`src/rtl/vga_csc_pkg.sv`:
```
// Shared types and constants for the colour-space output stage.
// Coefficient rows are ordered {Pr, Y, Pb}; columns are {R, G, B}, signed Q1.10.
package vga_csc_pkg;

    typedef enum logic [1:0] {
        CSC_RGB = 2'b00,
        CSC_601 = 2'b01,
        CSC_709 = 2'b10
    } csc_mode_e;

    typedef enum logic {
        ST_IDLE,
        ST_PEND
    } csc_st_e;

    typedef logic signed [10:0] coef_t;

    typedef struct packed {
        coef_t [2:0][2:0] m;
    } csc_coef_t;

    localparam csc_coef_t COEF_601 = '{m: {
        11'sd450, -11'sd377, -11'sd73,
        11'sd263,  11'sd516,  11'sd100,
        -11'sd152, -11'sd298,  11'sd450}};

    localparam csc_coef_t COEF_709 = '{m: {
        11'sd450, -11'sd409, -11'sd41,
        11'sd187,  11'sd629,  11'sd63,
        -11'sd103, -11'sd347,  11'sd450}};

    // Limits and offsets for 8-bit channels; wider channels shift these up.
    localparam int Y_OFF = 16;
    localparam int C_OFF = 128;
    localparam int Y_LO  = 16;
    localparam int Y_HI  = 235;
    localparam int C_LO  = 16;
    localparam int C_HI  = 240;

endpackage

```
`src/rtl/vga_csc_if.sv`:
```
// Video stream bundle: sync, data enable and one packed pixel.
interface vga_csc_if #(
    parameter int DW = 8
);
    logic            hsync;
    logic            vsync;
    logic            csync;
    logic            de;
    logic [3*DW-1:0] data;

    modport master (output hsync, vsync, csync, de, data);
    modport slave  (input  hsync, vsync, csync, de, data);
endinterface

```
`src/rtl/vga_csc_mac.sv`:
```
// One output channel: multiply (S1), sum + offset + round (S2), clamp/select (S3).
// The raw RGB channel rides alongside so RGB mode and blanking resolve in S3.
module vga_csc_mac
    import vga_csc_pkg::*;
#(
    parameter int DW   = 8,
    parameter bit IS_Y = 1'b0
) (
    input  logic                 clk,
    input  logic                 reset,
    input  logic                 ce,
    input  logic [2:0][10:0]     coef,
    input  logic [2:0][DW-1:0]   chan,
    input  logic [DW-1:0]        pass,
    input  logic                 rgb,
    input  logic                 de,
    output logic [DW-1:0]        dout
);
    localparam int PW    = DW + 12;
    localparam int ACC_W = DW + 16;
    localparam int SC    = DW - 8;
    localparam int OFF_I = (IS_Y ? Y_OFF : C_OFF) << SC;
    localparam int LO_I  = (IS_Y ? Y_LO : C_LO) << SC;
    localparam int HI_I  = (IS_Y ? Y_HI : C_HI) << SC;
    localparam logic signed [ACC_W-1:0] BIAS = ACC_W'(OFF_I * 1024 + 512);
    localparam logic signed [ACC_W-1:0] LO   = ACC_W'(LO_I);
    localparam logic signed [ACC_W-1:0] HI   = ACC_W'(HI_I);

    logic signed [PW-1:0]    prod_d [3];
    logic signed [PW-1:0]    prod_q [3];
    logic [DW+1:0]           s1_d, s1_q, s2_d, s2_q;
    logic signed [ACC_W-1:0] acc_d, acc_q, val;
    logic [DW-1:0]           dout_d, dout_q;

    always_comb begin
        for (int k = 0; k < 3; k++) begin
            prod_d[k] = ce ? $signed(coef[k]) * $signed({1'b0, chan[k]}) : prod_q[k];
        end
        s1_d  = ce ? {rgb, de, pass} : s1_q;
        s2_d  = ce ? s1_q : s2_q;
        acc_d = ce ? ACC_W'(prod_q[0]) + ACC_W'(prod_q[1]) + ACC_W'(prod_q[2]) + BIAS : acc_q;

        val    = acc_q >>> 10;
        dout_d = dout_q;
        if (ce) begin
            if (s2_q[DW+1])       dout_d = s2_q[DW-1:0];
            else if (!s2_q[DW])   dout_d = DW'(OFF_I);
            else if (val < LO)    dout_d = DW'(LO_I);
            else if (val > HI)    dout_d = DW'(HI_I);
            else                  dout_d = val[DW-1:0];
        end
    end

    always_ff @(posedge clk) begin
        if (reset) begin
            for (int k = 0; k < 3; k++) prod_q[k] <= '0;
            s1_q   <= '0;
            s2_q   <= '0;
            acc_q  <= '0;
            dout_q <= '0;
        end else begin
            for (int k = 0; k < 3; k++) prod_q[k] <= prod_d[k];
            s1_q   <= s1_d;
            s2_q   <= s2_d;
            acc_q  <= acc_d;
            dout_q <= dout_d;
        end
    end

    assign dout = dout_q;
endmodule

```
`src/rtl/vga_csc_out.sv`:
```
// RGB -> YPbPr (BT.601/709) or pass-through output stage, 3 pixel-enable cycles of latency.
// Mode changes are deferred to the vsync leading edge so a frame is never mixed.
module vga_csc_out
    import vga_csc_pkg::*;
#(
    parameter int DW     = 8,
    parameter bit VS_POL = 1'b1
) (
    input  logic       clk,
    input  logic       reset,
    input  logic       ce_pix,
    input  logic [1:0] mode,
    vga_csc_if.slave   vin,
    vga_csc_if.master  vout,
    output logic [1:0] mode_act
);
    csc_st_e    state_d, state_q;
    csc_mode_e  mode_act_d, mode_act_q, req;
    logic       vs_prev_d, vs_prev_q, fedge;
    logic [2:0][3:0] sync_pipe_d, sync_pipe_q;
    csc_coef_t  coef_sel;
    logic [2:0][DW-1:0] rgb_in, dout_w;

    assign req   = (mode == 2'b11) ? CSC_RGB : csc_mode_e'(mode);
    assign fedge = (vs_prev_q != VS_POL) && (vin.vsync == VS_POL);

    always_comb begin
        state_d     = state_q;
        mode_act_d  = mode_act_q;
        vs_prev_d   = vs_prev_q;
        sync_pipe_d = sync_pipe_q;
        if (ce_pix) begin
            vs_prev_d   = vin.vsync;
            sync_pipe_d = {sync_pipe_q[1:0], {vin.hsync, vin.vsync, vin.csync, vin.de}};
            case (state_q)
                ST_IDLE: if (req != mode_act_q) begin
                    // A request landing on the edge cycle itself is applied immediately.
                    if (fedge) mode_act_d = req;
                    else       state_d    = ST_PEND;
                end
                ST_PEND: if (fedge) begin
                    mode_act_d = req;
                    state_d    = ST_IDLE;
                end else if (req == mode_act_q) begin
                    state_d = ST_IDLE;
                end
                default: state_d = ST_IDLE;
            endcase
        end
    end

    always_ff @(posedge clk) begin
        if (reset) begin
            state_q     <= ST_IDLE;
            mode_act_q  <= CSC_RGB;
            vs_prev_q   <= 1'b0;
            sync_pipe_q <= '0;
        end else begin
            state_q     <= state_d;
            mode_act_q  <= mode_act_d;
            vs_prev_q   <= vs_prev_d;
            sync_pipe_q <= sync_pipe_d;
        end
    end

    assign coef_sel = (mode_act_q == CSC_709) ? COEF_709 : COEF_601;
    assign rgb_in   = vin.data;

    // Lane 2 = Pr / R, lane 1 = Y / G, lane 0 = Pb / B.
    for (genvar i = 0; i < 3; i++) begin : g_lane
        vga_csc_mac #(.DW(DW), .IS_Y(i == 1)) u_mac (
            .clk   (clk),
            .reset (reset),
            .ce    (ce_pix),
            .coef  (coef_sel.m[i]),
            .chan  (rgb_in),
            .pass  (rgb_in[i]),
            .rgb   (mode_act_q == CSC_RGB),
            .de    (vin.de),
            .dout  (dout_w[i])
        );
    end

    assign vout.data  = dout_w;
    assign vout.hsync = sync_pipe_q[2][3];
    assign vout.vsync = sync_pipe_q[2][2];
    assign vout.csync = sync_pipe_q[2][1];
    assign vout.de    = sync_pipe_q[2][0];
    assign mode_act   = mode_act_q;
endmodule

```
`src/flat_wrapper.sv`:
```
// flat-port wrapper written by rule: the top's interface ports become plain ports
module vga_csc_out_flat import vga_csc_pkg::*;
#(
    parameter int DW     = 8,
    parameter bit VS_POL = 1'b1
)
  (clk, reset, ce_pix, mode, mode_act, vin_hsync, vin_vsync, vin_csync, vin_de, vin_data, vout_hsync, vout_vsync, vout_csync, vout_de, vout_data);
  vga_csc_if #(.DW(DW)) vin_i ();
  vga_csc_if #(.DW(DW)) vout_i ();
  input  logic clk;
  input  logic reset;
  input  logic ce_pix;
  input  logic [1:0] mode;
  output logic [1:0] mode_act;
  input wire logic [$bits(vin_i.hsync)-1:0] vin_hsync;
  input wire logic [$bits(vin_i.vsync)-1:0] vin_vsync;
  input wire logic [$bits(vin_i.csync)-1:0] vin_csync;
  input wire logic [$bits(vin_i.de)-1:0] vin_de;
  input wire logic [$bits(vin_i.data)-1:0] vin_data;
  output wire logic [$bits(vout_i.hsync)-1:0] vout_hsync;
  output wire logic [$bits(vout_i.vsync)-1:0] vout_vsync;
  output wire logic [$bits(vout_i.csync)-1:0] vout_csync;
  output wire logic [$bits(vout_i.de)-1:0] vout_de;
  output wire logic [$bits(vout_i.data)-1:0] vout_data;
  assign vin_i.hsync = vin_hsync;
  assign vin_i.vsync = vin_vsync;
  assign vin_i.csync = vin_csync;
  assign vin_i.de = vin_de;
  assign vin_i.data = vin_data;
  assign vout_hsync = vout_i.hsync;
  assign vout_vsync = vout_i.vsync;
  assign vout_csync = vout_i.csync;
  assign vout_de = vout_i.de;
  assign vout_data = vout_i.data;
  vga_csc_out #(.DW(DW), .VS_POL(VS_POL)) u_core (.clk(clk), .reset(reset), .ce_pix(ce_pix), .mode(mode), .vin(vin_i), .vout(vout_i), .mode_act(mode_act));
endmodule
```
`config.mk`:
```
export PLATFORM = sky130hd
export DESIGN_NAME = vga_csc_out_flat
export DESIGN_NICKNAME = d
export VERILOG_FILES = /design/src/rtl/vga_csc_pkg.sv /design/src/rtl/vga_csc_if.sv /design/src/rtl/vga_csc_mac.sv /design/src/rtl/vga_csc_out.sv /design/src/flat_wrapper.sv
export SDC_FILE = /design/constraint.sdc
export NUM_CORES = 2
export LEC_CHECK = 0
export BUFFER_PORTS_ARGS = -buffer_cell sky130_fd_sc_hd__buf_2
export CAP_MARGIN = 20
export CORE_MARGIN = 2
export CORE_UTILIZATION = 55
export CTS_BUF_LIST = sky130_fd_sc_hd__clkbuf_4 sky130_fd_sc_hd__clkbuf_8 sky130_fd_sc_hd__clkbuf_16
export DETAILED_ROUTE_END_ITERATION = 16
export HOLD_SLACK_MARGIN = 0.06
export PLACE_DENSITY_LB_ADDON = 0.08
export SYNTH_ARGS = -nofsm -noshare
export SYNTH_HDL_FRONTEND = slang
export SYNTH_SLANG_ARGS = --single-unit
```
`constraint.sdc`:
```
create_clock -name clk -period 5.6 [get_ports clk]
set_input_delay 0.28 -clock clk [delete_from_list [all_inputs] [get_ports clk]]
set_output_delay 0.28 -clock clk [all_outputs]
set_load 0.02 [all_outputs]
```
Word-level counts from Yosys, hierarchy flattened
Memory sizes are Yosys's and may differ from the RTL's.
Index checks and enable logic that the tools add are counted.
{"block": "totals", "regBits": 169, "in_bits": 33, "memories": 3, "wordCells": 107, "out_inout_bits": 30, "ram_bits": 180}
{"block": "classes", "multipliers": 9, "eq_ne": 5, "n_lt_le_gt_ge": 6, "n_mux": 43, "n_reduce_logical": 3, "n_bitwise": 11, "n_addsub": 9}
{"name": "u_core.g_lane[0].u_mac.prod_q", "words": 3, "width": 20, "rd": 3, "rd_ports_with_merged_regs": 0, "write_ports": 3, "line_no": "vga_csc_mac.sv:30", "text": "logic signed [PW-1:0] prod_q [3];"}
{"name": "u_core.g_lane[1].u_mac.prod_q", "words": 3, "width": 20, "rd": 3, "rd_ports_with_merged_regs": 0, "write_ports": 3, "line_no": "vga_csc_mac.sv:30"}
{"name": "u_core.g_lane[2].u_mac.prod_q", "words": 3, "width": 20, "rd": 3, "rd_ports_with_merged_regs": 0, "write_ports": 3, "line_no": "vga_csc_mac.sv:30"}
{"op": "20-bit 2-to-1 mux", "n": 18}
{"op": "11-bit by 9-bit multiplier with 20-bit output", "n": 8}
{"op": "8-bit 2-to-1 mux", "n": 12}
{"op": "85-bit 2-to-1 mux", "n": 1}
{"op": "21-bit by 20-bit adder with 22-bit output", "n": 3}
{"op": "20-bit by 20-bit adder with 21-bit output", "n": 3}
{"op": "22-bit by 19-bit adder with 23-bit output (second input constant)", "n": 2}
{"op": "13-bit by 9-bit greater-than comparator with 1-bit output (second input constant)", "n": 3}
{"op": "13-bit by 6-bit less-than comparator with 1-bit output (second input constant)", "n": 3}
{"op": "22-bit by 16-bit adder with 23-bit output (second input constant)", "n": 1}
{"op": "11-bit by 9-bit multiplier with 20-bit output (first input constant)", "n": 1}
{"op": "1-bit OR", "n": 9}
{"op": "1-bit 2-to-1 mux", "n": 7}
{"op": "2-bit 2-to-1 mux", "n": 3}
{"op": "2-bit == test (second input constant)", "n": 2}
{"op": "2-bit one-hot mux with 2 select lines", "n": 1}
{"op": "2-bit == test", "n": 1}
{"op": "2-bit zero test", "n": 1}
{"op": "2-bit by 1-bit != test with 1-bit output (second input constant)", "n": 1}
{"op": "2-bit != test", "n": 1}
{"op": "1-bit inverter", "n": 2}
{"op": "1-bit one-hot mux with 2 select lines", "n": 1}
{"op": "2-bit AND reduction", "n": 1}
{"op": "1-bit logical AND", "n": 1}

Depth between registers and ports, before layout
{"block": "depth", "depth_word": 6, "depth_mapped": 23, "mapped_depth_nobuf": 21}

Cells and area by module
From an unflattened synthesis, not the netlist that was laid out.
{"block": "hier_totals", "hier_cells": 5206, "hier_area_um2": 45673.8}
{"module": "vga_csc_mac (u_core.g_lane[1].u_mac)", "cells_per_inst": 1755, "area_per_inst_um2": 15168.3, "seq_area_each_um2": 2021.9, "n_inst": 1}
{"module": "vga_csc_mac (u_core.g_lane[2].u_mac)", "cells_per_inst": 1731, "area_per_inst_um2": 15088.2, "seq_area_each_um2": 2021.9, "n_inst": 1}
{"module": "vga_csc_mac (u_core.g_lane[0].u_mac)", "cells_per_inst": 1667, "area_per_inst_um2": 14883.0, "seq_area_each_um2": 2021.9, "n_inst": 1}
{"module": "vga_csc_out", "cells_per_inst": 53, "area_per_inst_um2": 534.3, "seq_area_each_um2": 280.3, "n_inst": 1}

Worst setup path before layout
Ideal clock, no wire load.
{"block": "synth_timing", "path_kind": "reg-to-reg", "from": "register u_core.mode_act_q[1], in the netlist u_core.mode_act[1]", "to": "memory u_core.g_lane[1].u_mac.prod_q[0][14] (netlist name)", "synth_period_minus_slack_ns": 5.379, "path_buffers": 3, "t_required_ns": 5.483, "setup_ns": 0.117, "stages_incl_launch_ff": 21, "slack_ns": 0.221, "arrival_ns": 5.261, "cell_sequence": "dfxtp_1 > nor2b_1 > clkbuf_1 > clkbuf_1 > buf_1 > nand2_1 > fa_1 > inv_1 > fa_1 > ha_1 > inv_1 > fa_1 > fa_1 > nor2b_1 > o21ai_0 > a21boi_0 > o21a_1 > o21ai_0 > a2111oi_0 > o21ai_0 > a32o_1"}
{"item": "from (decl)", "line_no": "vga_csc_out.sv:18", "text": "csc_mode_e mode_act_d, mode_act_q, req;"}
{"item": "from (signal assigned)", "line_no": "vga_csc_out.sv:60", "text": "mode_act_q <= mode_act_d;"}
{"item": "to (decl)", "line_no": "vga_csc_mac.sv:30"}

==> impl_metrics.toml <==
[synthesis]
async_flop_share = 0
avgSynthCellArea_sq_um = 9.10
seq_area_frac_synth = 0.196
synth_area_leaders = "fa_1, ha_1, dfxtp_1"
netlist_instances = 3140
synthFlopType = "dfxtp_1"
synth_largest_area_cell = "fa_1"
syn-cell-area_sq_um = 28600
synth_seq_cells = 279
synth-edff-count = 0
ys_types = 76
ys_warn_count = 0
synth_top_area_frac = 0.210

[timing]
slew_headroom = 0.286
setup_tns_ns = 0
final-hold-violation-count = 0
maxSlewViolCount = 0
fin_crit_sh = 0.935
finClkSkew_ns = 0.0255
fmax_mhz = 191
worst_pin_slew_ns = 1.07
layout_min_cycle_time_ns = 5.23
setup_viol = 0
rsz0062_at_grt = "false"

[power]
total_switching_power_mw = 5.97
peakVddDrop_uv = 320
powerDensity_nw_per_um2 = 430
clockPowerShare = 0.192
intPower_mw = 7.39
swShare = 0.447
comb_power_share = 0.603
power.leakage_nw = 16.1
sequentialPowerShare = 0.205

[clock_tree]
clkTransAtPathRegs_ns = 0.05
root_buffer = "clkbuf_16"
tritoncts = "built"
clk_path_buf_depth = 3
clk_latency_ns = 0.57
h-tree-depth = 2
cts_buffers = 36
cts_sinks = 279

[critical_path]
rrSetupSlack_ns = 0.37
crit_path_end_kind = "flip-flop"
startpoint = "u_core.mode_act[1]$_SDFFE_PP0P_"
path_class = "reg2reg"
critPathRequiredTime_ns = 6.04
r2r-end = "u_core.g_lane[1].u_mac.prod_q[0][14]$_SDFFE_PP0P_"
worstPathMaxFanout = 35
reg2regPathDepth = 21
critical_path_arrival_ns = 5.67
r2r_start = "u_core.mode_act[1]$_SDFFE_PP0P_"
cp-start-kind = "flip-flop"

[floorplan]
chipWidth_um = 232
row_count = 83
initial_core_util = 0.557
die_h_um = 232
ioPinCount = 63
core_area_sq_um = 51300
die_area_sq_um = 53800

[hold_path]
min_to = "u_core.mode_act[0]$_SDFFE_PP0P_"
hp-class = "in2reg"
holdPathStages = 4
min_from = "mode[1]"

[global_route]
antenna_found_initial = 2
grt_max_degree = 99
use_met1 = 0.418
grt_overflow_total = 0
grt_pass1_vias = 21886
use_met2 = 0.469
grtUsageMet3 = 0.0438
grt_use_total = 0.295
grt_pass1_wl_mm = 122
grt_busiest_layer = "met2"

[routing]
antenna_left = 0
post_drt_wl_per_cell_um = 19.7
via_per_inst = 5.52
drcViolationCount = 0
first_iter_violations = 1140
wl_mm = 76.9
vias = 21549
detail_route.first_pass.iterations = 9

[final_layout]
area_growth_pct = 8.74
layout-drive-gt1-share = 0.0602
final_nets = 3991
design_area_sq_um = 31100
layout_common_cells = "inv_1, ha_1, fa_1"
final_common_cell = "inv_1"
instances_no_fill = 3901

[placement]
gp_congestion = 0.948
placedCellCount = 3831
hpwl_mm = 62.0
port_buffers = 62
place_area_sq_um = 29700

[status]
outcome = "finished clean"

[flow_run]
maxCapViolCount = 0
-- critical path, cell delays in order (launching register included) --
cell and delay [ns]:
dfxtp_1 0.38, nor2b_2 0.21, buf_12 0.24, nand2_1 0.15, inv_1 0.12, fa_1 0.43, ha_1 0.31, ha_1 0.28
inv_1 0.05, fa_1 0.47, inv_1 0.07, ha_1 0.17, inv_1 0.06, fa_1 0.38, nor2b_1 0.16, o21ai_0 0.11
a21boi_0 0.26, o21a_1 0.19, o21ai_0 0.10, a2111oi_0 0.48, o21ai_0 0.21, a32o_1 0.29
-- power by group through the flow --
stage,Sequential (mW),Clock (mW),Combinational [mW]
after floorplan,2.61,0,5.95
after global placement,2.77,0,7.81
after detailed placement,2.78,0,7.96
after CTS,2.74,2.61,8.04
after global routing,2.79,2.68,9.12
final,2.75,2.57,8.05
-- worst max-delay path by stage --
| stage | end | slack [ns] |
|---|---|---|
| final | u_core.g_lane[1].u_mac.prod_q[0][14]$_SDFFE_PP0P_ | 0.37 |
| after global routing | u_core.g_lane[1].u_mac.prod_q[0][14]$_SDFFE_PP0P_ | 0.03 |
| after CTS | u_core.g_lane[1].u_mac.prod_q[0][36]$_SDFFE_PP0P_ | 0.39 |
| after detailed placement | u_core.g_lane[1].u_mac.prod_q[0][36]$_SDFFE_PP0P_ | 0.42 |
| after global placement | u_core.g_lane[1].u_mac.prod_q[0][56]$_SDFFE_PP0P_ | 0.50 |
| after floorplan | u_core.g_lane[1].u_mac.prod_q[0][14]$_SDFFE_PP0P_ | 0.22 |
-- state kept, by name (all words and copies together) (netlist names) --
| register | count |
|---|---|
| u_core.vout.hsync | 1 |
| u_core.mode_act | 2 |
| u_core.vout.vsync | 1 |
| u_core.sync_pipe_q | 8 |
| u_core.g_lane.u_mac.dout | 24 |
| u_core.g_lane.u_mac.prod_q | 155 |
| u_core.g_lane.u_mac.s2_q | 25 |
| u_core.g_lane.u_mac.acc_q | 36 |
| u_core.vout.de | 1 |
| u_core.g_lane.u_mac.s1_q | 25 |
| u_core.vout.csync | 1 |
-- cells in the mapped netlist (all sizes together) (5+ instances only) --
cell	count
and2	12
clkbuf	76
nor2	297
fa	299
nand3b	7
a211oi	34
a211o	5
o211ai	14
o31ai	10
or2	10
mux2i	135
o21a	30
inv	578
o21bai	7
nor2b	28
a21oi	147
xor2	30
dfxtp	279
or3	11
nand3	21
nand2	162
a32o	11
and3	7
a221oi	9
ha	466
a311oi	10
nand4	9
a21boi	6
buf	25
o21ai	112
a21o	45
o221ai	5
xnor2	71
nor3	52
nor3b	7
nor4	6
o22ai	7
nand2b	23
a31oi	9
-- per-stage QoR --
step	total power, mW	utilization	setup slack [ns]	hold slack, ns
after floorplan	8.56	-	0.221	0.416
after global placement	10.6	0.579	0.496	0.439
after detailed placement	10.7	0.579	0.423	0.452
after CTS	13.4	0.605	0.391	0.0668
after global routing	14.6	0.605	0.0254	0.121
final	13.4	0.605	0.367	0.0853
-- logic make-up after synthesis --
logic type / synth area share
adder cells (fa/ha/maj): 0.414
buffers and inverters: 0.0896
flip-flops: 0.196
XOR/XNOR: 0.0310
other: 0.000263
AO/OA/AOI/OAI: 0.119
AND/OR/NAND/NOR: 0.103
multiplexers: 0.0481
-- what timing repair did --
action,CTS,global route
setup buffers,0,0
hold buffers,4,0
gates resized for setup,0,1
endpoints found under the hold margin,4,0
setup endpoints to repair,0,1
-- per-layer routing --
metal	share of wire	up-vias
li1	-	10439
met1	0.47	10566
met2	0.45	444
met3	0.053	98
met4	0.029	2
met5	0.00017	-
-- cell type report --
cell class	instances	area, sq um
diodes	1	2.50
multi-input cells	2195	20500
inverters	579	2170
clock inverters	19	304
repair buffers	102	652
fillers	4621	20200
flip-flops and latches	279	5590
well taps	680	851
clock buffers	46	995
Note: power is estimated with default switching activity, not from simulation.
